$ cat src/rtl/clock_select_ctrl_pkg.sv
// Shared definitions for the clock select controller: FSM state encoding,
// parameter defaults, select encoding and the wait-timer compare helper.
package clock_select_ctrl_pkg;

    // Controller states; IDLE is the only state that accepts a request.
    typedef enum logic [1:0] {
        ST_IDLE         = 2'd0,
        ST_ISSUE        = 2'd1,
        ST_WAIT_ASSERT  = 2'd2,
        ST_WAIT_RELEASE = 2'd3
    } state_e;

    // Default synchronizer depth for the selector reset feedback.
    localparam int SYNC_STAGES_DEF = 2;

    // Default wait-state cycle limit.
    localparam int TIMEOUT_DEF = 255;

    // Width of the wait timer; TIMEOUT must fit in it.
    localparam int TIMER_W = 8;

    // Select encoding shared with the clock selector.
    localparam logic SEL_A = 1'b1;
    localparam logic SEL_B = 1'b0;

    // True when the incremented wait timer has reached the limit.
    function automatic logic timer_hit(input logic [TIMER_W-1:0] count,
                                       input logic [TIMER_W-1:0] limit);
        return (count == limit);
    endfunction

endpackage

$ cat src/rtl/clock_select_ctrl_sel_rst_sync.sv
// Synchronizer for the selector's active-low output reset. SEL_RST is
// asynchronous to CLK; the chain is cleared to 0 (reset asserted) by RST_N.
module sel_rst_sync
    import clock_select_ctrl_pkg::*;
#(
    parameter int SYNC_STAGES = SYNC_STAGES_DEF
) (
    input  logic CLK,
    input  logic RST_N,
    input  logic SEL_RST,
    output logic SEL_RST_SYNC
);

    logic [SYNC_STAGES-1:0] sync_r;

    // Shift the raw selector reset level through the synchronizer chain.
    always_ff @(posedge CLK or negedge RST_N) begin
        if (!RST_N) begin
            sync_r <= {SYNC_STAGES{1'b0}};
        end else begin
            sync_r <= {sync_r[SYNC_STAGES-2:0], SEL_RST};
        end
    end

    assign SEL_RST_SYNC = sync_r[SYNC_STAGES-1];

endmodule

$ cat src/rtl/clock_select_ctrl.sv
// Clock select controller. Accepts a switch request, loads SELECT into the
// clock selector with a one-cycle SELECT_ENABLE, then follows the selector's
// output reset (assert, then release) to confirm the switch. A wait that
// exceeds TIMEOUT cycles ends with an ERROR pulse instead of a hang.
module clock_select_ctrl
    import clock_select_ctrl_pkg::*;
#(
    parameter int SYNC_STAGES = SYNC_STAGES_DEF,
    parameter int TIMEOUT     = TIMEOUT_DEF
) (
    input  logic CLK,
    input  logic RST_N,
    input  logic REQ_VALID,
    input  logic REQ_SEL,
    output logic REQ_READY,
    output logic SELECT,
    output logic SELECT_ENABLE,
    input  logic SEL_RST,
    output logic CUR_SEL,
    output logic BUSY,
    output logic DONE,
    output logic ERROR
);

    localparam logic [TIMER_W-1:0] TIMEOUT_C = TIMER_W'(TIMEOUT);

    state_e               state_r;
    state_e               state_s;
    logic                 target_r;
    logic                 target_s;
    logic                 select_r;
    logic                 select_s;
    logic                 sel_en_r;
    logic                 sel_en_s;
    logic                 cur_sel_r;
    logic                 cur_sel_s;
    logic                 done_r;
    logic                 done_s;
    logic                 error_r;
    logic                 error_s;
    logic [TIMER_W-1:0]   timer_r;
    logic [TIMER_W-1:0]   timer_s;
    logic [TIMER_W-1:0]   timer_inc_s;
    logic                 sel_rst_sync_s;

    // Selector reset feedback brought into the CLK domain.
    sel_rst_sync #(
        .SYNC_STAGES (SYNC_STAGES)
    ) u_sel_rst_sync (
        .CLK          (CLK),
        .RST_N        (RST_N),
        .SEL_RST      (SEL_RST),
        .SEL_RST_SYNC (sel_rst_sync_s)
    );

    assign timer_inc_s = timer_r + 8'd1;

    // Next-state and next-output decode; outputs are registered below so
    // DONE/ERROR/SELECT_ENABLE never depend combinationally on SEL_RST.
    always_comb begin
        state_s   = state_r;
        target_s  = target_r;
        select_s  = select_r;
        sel_en_s  = 1'b0;
        cur_sel_s = cur_sel_r;
        done_s    = 1'b0;
        error_s   = 1'b0;
        timer_s   = timer_r;

        case (state_r)
            ST_IDLE: begin
                timer_s = 8'd0;
                if (REQ_VALID) begin
                    if (REQ_SEL == cur_sel_r) begin
                        // Already on the requested clock: complete at once.
                        done_s = 1'b1;
                    end else begin
                        // SELECT changes only here, together with the enable
                        // strobe that the ISSUE cycle presents.
                        target_s = REQ_SEL;
                        select_s = REQ_SEL;
                        sel_en_s = 1'b1;
                        state_s  = ST_ISSUE;
                    end
                end else begin
                    state_s = ST_IDLE;
                end
            end

            ST_ISSUE: begin
                timer_s = 8'd0;
                state_s = ST_WAIT_ASSERT;
            end

            ST_WAIT_ASSERT: begin
                if (!sel_rst_sync_s) begin
                    timer_s = 8'd0;
                    state_s = ST_WAIT_RELEASE;
                end else if (timer_hit(timer_inc_s, TIMEOUT_C)) begin
                    // The selector already latched SELECT, so track it anyway.
                    error_s   = 1'b1;
                    cur_sel_s = target_r;
                    timer_s   = 8'd0;
                    state_s   = ST_IDLE;
                end else begin
                    timer_s = timer_inc_s;
                end
            end

            ST_WAIT_RELEASE: begin
                if (sel_rst_sync_s) begin
                    done_s    = 1'b1;
                    cur_sel_s = target_r;
                    timer_s   = 8'd0;
                    state_s   = ST_IDLE;
                end else if (timer_hit(timer_inc_s, TIMEOUT_C)) begin
                    error_s   = 1'b1;
                    cur_sel_s = target_r;
                    timer_s   = 8'd0;
                    state_s   = ST_IDLE;
                end else begin
                    timer_s = timer_inc_s;
                end
            end

            default: begin
                timer_s = 8'd0;
                state_s = ST_IDLE;
            end
        endcase
    end

    // State, timer and registered outputs; reset matches the selector's
    // own reset choice of the B clock.
    always_ff @(posedge CLK or negedge RST_N) begin
        if (!RST_N) begin
            state_r   <= ST_IDLE;
            target_r  <= SEL_B;
            select_r  <= SEL_B;
            sel_en_r  <= 1'b0;
            cur_sel_r <= SEL_B;
            done_r    <= 1'b0;
            error_r   <= 1'b0;
            timer_r   <= 8'd0;
        end else begin
            state_r   <= state_s;
            target_r  <= target_s;
            select_r  <= select_s;
            sel_en_r  <= sel_en_s;
            cur_sel_r <= cur_sel_s;
            done_r    <= done_s;
            error_r   <= error_s;
            timer_r   <= timer_s;
        end
    end

    assign REQ_READY     = (state_r == ST_IDLE);
    assign BUSY          = (state_r != ST_IDLE);
    assign SELECT        = select_r;
    assign SELECT_ENABLE = sel_en_r;
    assign CUR_SEL       = cur_sel_r;
    assign DONE          = done_r;
    assign ERROR         = error_r;

endmodule

$ cat config.mk
export PLATFORM = sky130hd
export DESIGN_NAME = clock_select_ctrl
export DESIGN_NICKNAME = d
export VERILOG_FILES = /design/src/rtl/clock_select_ctrl_pkg.sv /design/src/rtl/clock_select_ctrl_sel_rst_sync.sv /design/src/rtl/clock_select_ctrl.sv
export SDC_FILE = /design/constraint.sdc
export NUM_CORES = 1
export LEC_CHECK = 0
export BUFFER_PORTS_ARGS = -buffer_cell sky130_fd_sc_hd__buf_2
export CORE_ASPECT_RATIO = 1.5
export CORE_MARGIN = 5
export CORE_UTILIZATION = 25
export CTS_BUF_LIST = sky130_fd_sc_hd__clkbuf_16
export DETAILED_ROUTE_END_ITERATION = 10
export PLACE_DENSITY = 0.38
export SLEW_MARGIN = 10
export SYNTH_ARGS = -nofsm -noshare
export SYNTH_HDL_FRONTEND = slang
export SYNTH_SLANG_ARGS = --single-unit
$ cat constraint.sdc
create_clock -name CLK -period 4.1 [get_ports CLK]
set_input_delay 0.82 -clock CLK [delete_from_list [all_inputs] [get_ports CLK]]
set_output_delay 0.82 -clock CLK [all_outputs]
set_load 0.02 [all_outputs]
* Yosys cells after proc, flatten, opt, wreduce, memory -nomap -nowiden
Index checks and enable logic that the tools add are counted.
Widths: inputs -> output; s select.
** Storage, ports and cells
- Register bits after elaboration :: 17
- Output and inout bits :: 7
- Logic and storage cells :: 48
** Cells by class
- Add/subtract/negate cells :: 1
- Equal/unequal tests :: 7
- Multiplexer cells :: 25
- Bitwise logic cells :: 1
- Reductions and logical operators :: 6
** Operator list (count)
- $mux 8 :: 3
- $pmux 8 s3 :: 1
- $mux 1 :: 12
- $mux 2 :: 5
- $add 8x1->8 const B :: 1
- $eq 8x8->1 const B :: 1
- $pmux 2 s4 :: 1
- $pmux 1 s2 :: 3
- $eq 2x2->1 const B :: 2
- $reduce_bool 2->1 :: 2
- $ne 3x3->1 const B :: 1
- $reduce_and 3->1 :: 1
- $eq 2x1->1 const B :: 1
- $logic_not 2->1 :: 1
- $ne 2x1->1 const B :: 1
- $reduce_and 2->1 :: 1
- $reduce_or 2->1 :: 1
- $eq 1x1->1 :: 1
- $not 1->1 :: 1

* Depth between registers and ports, before layout
Gate-level depths: netlist (run 1).
- Word-level depth :: 5
- Depth in mapped cells :: 7
- Gate-level depth less buffers :: 7

* By module
From an unflattened synthesis (run 1), not the netlist that was laid out.
** Second synthesis, totals
- Cell total of the unflattened synthesis :: 84
- Area total of the unflattened synthesis :: 849.6 µm²
** By module, submodules not included
- clock_select_ctrl :: times used 1, cells each 82, area each 799.5 µm², seq. area each 375.4 µm²
- sel_rst_sync :: times used 1, cells each 2, area each 50.0 µm², seq. area each 50.0 µm²

* Least setup slack after synthesis (run 1)
Ideal clock, no wire load.
- Kind :: register to output
- Start :: reg state_r[0]
- End :: out BUSY
- Arrival time :: 0.979 ns
- Data required time :: 3.280 ns
- Path slack :: 2.301 ns
- Cell stages (with the launch flop) :: 4
- Path buffers :: 0
- Cells stage by stage :: dfrtp_1 > inv_1 > ha_1 > inv_1
** On the way
- Cells in the longest elaborated chain, start to end :: 1
** RTL lines
- from (decl) :: RTL line clock_select_ctrl.sv:27 : state_e state_r;
- from (signal assigned) :: RTL line clock_select_ctrl.sv:146 : state_r <= state_s;
- $reduce_bool 2->1 :: RTL line clock_select_ctrl.sv:158 : assign BUSY = (state_r != ST_IDLE);
- to (decl) :: RTL line clock_select_ctrl.sv:20 : output logic BUSY,
No other way between the ends.

* Worst setup path in the final report (run 1)
Ends and elaborated chain as after synthesis.

==> flow_summary_export.csv, run 1 <==
group,metric,value,unit
clocking,path_clk_slew,0.05,ns
synth,synth_flop_cell,"dfrtp_1",
global_route,grt_max_degree,18,
power,p_leak,0.478,nW
power,internal_power,0.403,mW
drt,ant_nets,0,
job,cap_violations,0,
global_route,grt_pass1_vias,668,
layout,antennaDiodeCount,0,
synth,synth_edf_count,0,
worst_setup_path,startpoint_type,"flip-flop",
floorplanning,core_region_area,3190,um^2
sta,fin_tns_setup,0,ns
synth,ys_seq_area_frac,0.508,
drt,remaining_drc_errors,0,
drt,wl_per_cell,12.3,um
layout,synthToLayoutAreaGrowth,22.1,%
synth,ys_types,28,
place,place.gp.congestion,0.768,
worst_setup_path,crit_required,3.28,ns
clocking,cts_setup_buffers,0,
sta,maxSlewHeadroom,0.740,
hold_path,holdCritPathClass,"flip-flop to flip-flop",
clocking,cts.path.max_buffers,2,
floorplanning,row_count,25,
place,dp.cells,129,
global_route,overflow,0,
synth,synth_largest_area_cell,"dfrtp_1",
synth,avgSynthCellArea,10.7,um^2
sta,period_share,0.496,
place,placed_area,942,um^2
layout,drive_gt1_frac,0.237,
layout,final_cells,133,
sta,hold_viol,0,
sta,grt_setup_unrepaired,"no",
power,p_sw_frac,0.345,
power,sequentialPowerShare,0.375,
worst_setup_path,crit_arrival,1.22,ns
power,power.density,601,nW/um^2
power,combinationalPowerShare,0.312,
synth,yosys_warnings,0,
place,hpwl,1280,um
clocking,cts_tree,"yes",
power,p_switching,0.212,mW
synth,synthArstFlopShare,1.00,
clocking,h-tree-depth,1,
synth,synth_top_area_frac,0.508,
sta,fin_worst_skew,0.00376,ns
drt,firstDrtPassIters,4,
floorplanning,start_util,0.262,
drt,vias,599,
clocking,root_buffer,"clkbuf_16",
floorplanning,top_level_ports,12,
layout,fin_area,1020,um^2
worst_setup_path,cp_max_fo,5,
place,io_buffers,11,
synth,synthTopCellsByArea,"dfrtp_1, ha_1, nor2_1",
floorplanning,die_area,4630,um^2
floorplanning,dieWidth,57.2,um
synth,synth.most_common_cell,"dfrtp_1",
power,total_power,0.614,mW
outcome,status,"complete, no violations",
synth,syn_area,837,um^2
floorplanning,fp.dieH,80.9,um
synth,synthTopCellsByCount,"dfrtp_1, nor2_1, nand2_1",
worst_setup_path,worstSetupPathType,"flip-flop to output pin",
worst_setup_path,worstSetupEndpointType,"output pin",
clocking,cts.sinks,17,
sta,maxSlewViolCount,0,
drt,drt-initial-drc-count,4,
drt,drt_wl_total,1640,um
sta,tightestPinTransition,0.391,ns
synth,ys_ff_latch,17,
synth,synth_nets,88,
sta,hold_slack,0.357,ns
power,ir_drop,0.000266,V
clocking,clk_latency,0.25,ns
synth,synthCells,78,
global_route,antenna_found_initial,0,
drt,drt-vias-per-instance,4.50,
global_route,grt_usage,0.0823,
clocking,post_cts_resized,0,
power,clock_power_share,0.314,
sta,finalSetupViolations,0,
clocking,cts_hold_buf,0,
layout,final_nets,104,
sta,fmax,0.491,GHz
clocking,cts_buffers,3,
sta,fin_crit,2.04,ns
global_route,grt_pass1_wl,2880,um
==> kinds of logic after synthesis <==
family / count (synthesis) / share of synthesized area
and+or+nand+nor: 27 / 0.166
AOI/OAI and AO/OA: 17 / 0.139
buffers and inverters: 5 / 0.0224
xor gates and xnor gates: 6 / 0.0718
adders and majority gates: 5 / 0.0747
muxes: 1 / 0.0179
DFF: 17 / 0.508
==> state kept, by name, indices dropped and copies added (netlist names) <==
name / flops
CUR_SEL: 1
SELECT_ENABLE: 1
SELECT: 1
ERROR: 1
state_r: 2
DONE: 1
timer_r: 8
u_sel_rst_sync.sync_r: 2
==> stage by stage <==
step | utilization | setup slack [ns]
after floorplan | - | 2.30
after global placement | 0.295 | 2.27
after detailed placement | 0.295 | 2.23
after CTS | 0.320 | 2.06
after global routing | 0.320 | 1.97
final | 0.320 | 2.06
==> worst max-delay path, cell delays in order, from the launching register on <==
cell,delay [ns]
dfrtp_1,0.40
inv_1,0.11
ha_1,0.23
inv_1,0.07
buf_2,0.16
==> final timing paths <==
check,startpoint,to,slack [ns],depth (start not counted)
max,state_r[0]$_DFFE_PN0P_,BUSY,2.06,4
min,u_sel_rst_sync.sync_r[0]$_DFF_PN0_,u_sel_rst_sync.sync_r[1]$_DFF_PN0_,0.36,0
max reg2reg,timer_r[0]$_DFF_PN0_,CUR_SEL$_DFFE_PN0P_,2.23,6
min reg2reg,u_sel_rst_sync.sync_r[0]$_DFF_PN0_,u_sel_rst_sync.sync_r[1]$_DFF_PN0_,0.36,0
max in group asynchronous,RST_N,state_r[0]$_DFFE_PN0P_,3.33,1
min in group asynchronous,RST_N,timer_r[7]$_DFF_PN0_,0.49,1
==> placed cells by master, fill, tap and decap left out, drive strengths merged, types with 2 or more instances in the layout <==
cell,Yosys,final
a21oi,3,3
buf,0,11
clkbuf,0,3
dfrtp,17,17
ha,5,5
inv,5,5
nand2,7,7
nand3,3,3
nor2,9,9
nor2b,2,2
nor3,2,2
o21ai,5,5
xnor2,3,3
xor2,3,3
==> cell type report <==
class	count	area (um^2)
clock buffers	3	75.1
inverters	5	18.8
clock inverters	1	5.00
multi-input cells	56	393
well taps	40	50.0
repair buffers	11	55.1
flip-flops and latches	17	425
fillers	363	2170
==> routing by layer <==
| layer | track usage | up-vias | wire length (um) |
|---|---|---|---|
| li1 | - | 300 | - |
| met4 | 0.0487 | 0 | 23 |
| met2 | 0.149 | 7 | 894 |
| met3 | 0.0207 | 2 | 49 |
| met5 | 0 | - | 0 |
| met1 | 0.0843 | 290 | 669 |
==> power by group through the flow <==
stage	clock network (mW)	logic, mW	registers, mW
final	0.193	0.191	0.230
after global routing	0.204	0.220	0.236
after CTS	0.198	0.196	0.231
after detailed placement	0	0.194	0.234
after global placement	0	0.196	0.233
after floorplan	0	0.119	0.246
Note: power is estimated with default switching activity, not from simulation.
==> run 2: changes to the inputs <==
ABC_AREA = 1   (was unset)
PLACE_DENSITY = 0.39   (was 0.38)
clock period = 1.7 ns   (was 4.1 ns; I/O delays follow)
==> run 2 against run 1 <==
Against the previous run:
- first-iteration DRC count increased to 2.8 times the previous value
- non-clock buffer count increased by 6
- clock power increased to 2.5 times the previous value
- total power increased to 2.7 times the previous value
- cell count increased by 37%
- clock skew increased by 0.0028 ns
- critical path depth unchanged
- final area increased by 20%
- via count increased by 34%
- combinational power increased to 3.1 times the previous value
- highest routed layer unchanged
==> flow_summary_export.csv, run 2 <==
group,metric,value,unit
floorplanning,row_count,27,
layout,drive_gt1_frac,0.317,
drt,dr_wl_met3,57,um
synth,syn_area,918,um^2
power,power.density,1330,nW/um^2
drt,drt_wl_total,2120,um
clocking,cts_buffers,3,
synth,synth_largest_area_cell,"dfrtp_1",
clocking,root_buffer,"clkbuf_16",
floorplanning,fp.dieH,84.2,um
sta,hold_slack,0.00567,ns
sta,finalSetupViolations,0,
power,total_power,1.64,mW
worst_setup_path,worstSetupPathType,"flip-flop to output pin",
outcome,status,"complete, no violations",
drt,drt-vias-per-instance,4.41,
sta,tightestPinTransition,0.393,ns
clocking,clk_latency,0.25,ns
layout,largest_reg_flops,8,
synth,ys_ff_latch,17,
synth,synth.most_common_cell,"nand2_1",
global_route,grt_pass1_vias,763,
synth,ys_seq_area_frac,0.463,
layout,final_cells,182,
worst_setup_path,crit_arrival,1.23,ns
worst_setup_path,worstSetupEndpointType,"output pin",
power,p_leak,0.577,nW
sta,maxSlewViolCount,0,
layout,antennaDiodeCount,0,
synth,synth_flop_cell,"dfrtp_1",
place,io_buffers,11,
drt,routed.top_layer,"met4",
drt,remaining_drc_errors,0,
hold_path,holdCritPathClass,"primary input to asynchronous set/reset pin",
job,cap_violations,0,
layout,fillers,385,
synth,synth_nets,128,
synth,synth_top_area_frac,0.463,
worst_setup_path,crit_required,1.36,ns
worst_setup_path,max_stage_delay,0.43,ns
synth,synth-simple-area-share,0.294,
worst_setup_path,crit_slowest_cell,"dfrtp_1",
drt,wl_per_cell,11.7,um
layout,synthToLayoutAreaGrowth,33.9,%
place,hpwl,1640,um
synth,synthTopCellsByCount,"nand2_1, inv_1, dfrtp_1",
worst_setup_path,cp_max_fo,5,
sta,fmax,0.637,GHz
layout,reg_top3,"timer_r (8), state_r (2), u_sel_rst_sync.sync_r (2)",
global_route,grt_pass1_wl,3420,um
synth,synth_edf_count,0,
drt,wl_met2,1220,um
layout,regMostFlops,"timer_r",
layout,multi_input_area,484,um^2
synth,synthTopCellsByArea,"dfrtp_1, nand2_1, inv_1",
synth,synthArstFlopShare,1.00,
sta,fin_worst_skew,0.00655,ns
sta,period_share,0.923,
place,place.gp.congestion,0.810,
drt,ant_nets,0,
global_route,grt_max_degree,18,
floorplanning,core_region_area,3610,um^2
power,ir_drop,0.000687,V
synth,synth_top_family_by_area,"simple AND/OR/NAND/NOR gates",
clocking,cts.path.max_buffers,2,
synth,ys_types,19,
layout,layout_common_cells,"nand2_1, dfrtp_1, inv_1",
synth,synthMuxAreaShare,0,
floorplanning,die_area,5010,um^2
layout,layout_commonest_cell,"nand2_1",
floorplanning,top_level_ports,12,
floorplanning,dieWidth,59.5,um
clocking,h-tree-depth,1,
global_route,overflow,0,
clocking,cts.sinks,17,
worst_setup_path,path_cells,"inv_1 -> ha_1 -> inv_1 -> buf_2",
place,dp.cells,172,
synth,yosys_warnings,0,
global_route,antenna_found_initial,0,
worst_setup_path,startpoint_type,"flip-flop",
drt,drt-initial-drc-count,11,
sta,fin_crit,1.57,ns
clocking,path_clk_slew,0.06,ns
layout,final_nets,150,
synth,synthCells,118,
floorplanning,start_util,0.254,
synth,avgSynthCellArea,7.78,um^2
layout,seqCellArea,428,um^2
global_route,grt_usage,0.0905,
drt,vias,802,
synth,synthAdderAreaFrac,0.0681,
drt,wirelength_met1,828,um
sta,hold_viol,0,
drt,firstDrtPassIters,4,
synth,synth_compound_area_frac,0.0872,
worst_setup_path,cpMostUsedCell,"inv_1",
sta,maxSlewHeadroom,0.738,
synth,synth-xor-area-share,0.00954,
clocking,cts_tree,"yes",
-- run 2: repair_timing --
| action | 4_1_cts | 5_1_grt |
|---|---|---|
| hold buffers | 0 | 0 |
| gates resized for setup | 0 | 24 |
| buffers inserted | 0 | 6 |
| endpoints found under the setup margin | 0 | 10 |
| hold endpoints to repair | 0 | 0 |
-- run 2: cell families (layout without fill, tap and decap cells) --
family                   count (synthesis)  in the layout
buffers and inverters                   19             40
flip-flops                              17             17
AO/OA/AOI/OAI                           14             14
XOR/XNOR                                 1              1
AND/OR/NAND/NOR                         62             62
adder cells (fa/ha/maj)                  5              5
-- run 2: final timing paths --
check                           slack [ns]  cells after the start                          startpoint                                 end
worst max-delay path                  0.13                      4              state_r[0]$_DFFE_PN0P_                                BUSY
worst min-delay path                 0.006                      1                               RST_N                timer_r[1]$_DFF_PN0_
worst max register to register        0.14                     10                timer_r[0]$_DFF_PN0_                timer_r[3]$_DFF_PN0_
worst min register to register        0.35                      0  u_sel_rst_sync.sync_r[0]$_DFF_PN0_  u_sel_rst_sync.sync_r[1]$_DFF_PN0_
max in group asynchronous             1.39                      1                               RST_N                timer_r[0]$_DFF_PN0_
min in group CLK                      0.19                      1                             SEL_RST  u_sel_rst_sync.sync_r[0]$_DFF_PN0_
-- run 2: power by group --
part           leakage (nW)  internal [mW]  total (mW)  switching [mW]
registers             0.223          0.481       0.561          0.0796
clock network        0.0371          0.318       0.484           0.166
logic                 0.317          0.235       0.596           0.361
-- run 2: through the flow --
step	utilization	TNS [ns]	setup slack (ns)	area, um^2
floorplan	-	0	0.190	918
global placement	0.284	0	0.0683	1030
detailed placement	0.284	0	0.0252	1030
CTS	0.307	0	0.000429	1110
global route	0.340	-0.107	-0.0322	1230
finish	0.340	0	0.130	1230
-- run 2: cell type report --
| class | instances | share of cell area |
|---|---|---|
| multi-input cells | 82 | 0.394 |
| flip-flops and latches | 17 | 0.348 |
| repair buffers | 17 | 0.0875 |
| clock buffers | 3 | 0.0610 |
| inverters | 19 | 0.0600 |
| well taps | 43 | 0.0437 |
| clock inverters | 1 | 0.00610 |
-- run 2: worst max-delay path: cells and delay by family, from the launching register on --
| family | cells | cell delay, ns |
|---|---|---|
| flip-flops | 1 | 0.43 |
| buffers and inverters | 3 | 0.30 |
| adder cells (fa/ha/maj) | 1 | 0.25 |
-- run 2: metal layers --
| layer | GRT usage | vias to the layer above |
|---|---|---|
| met5 | 0 | - |
| met2 | 0.168 | 9 |
| met1 | 0.0915 | 381 |
| met3 | 0.0169 | 2 |
| li1 | - | 410 |
| met4 | 0.0433 | 0 |
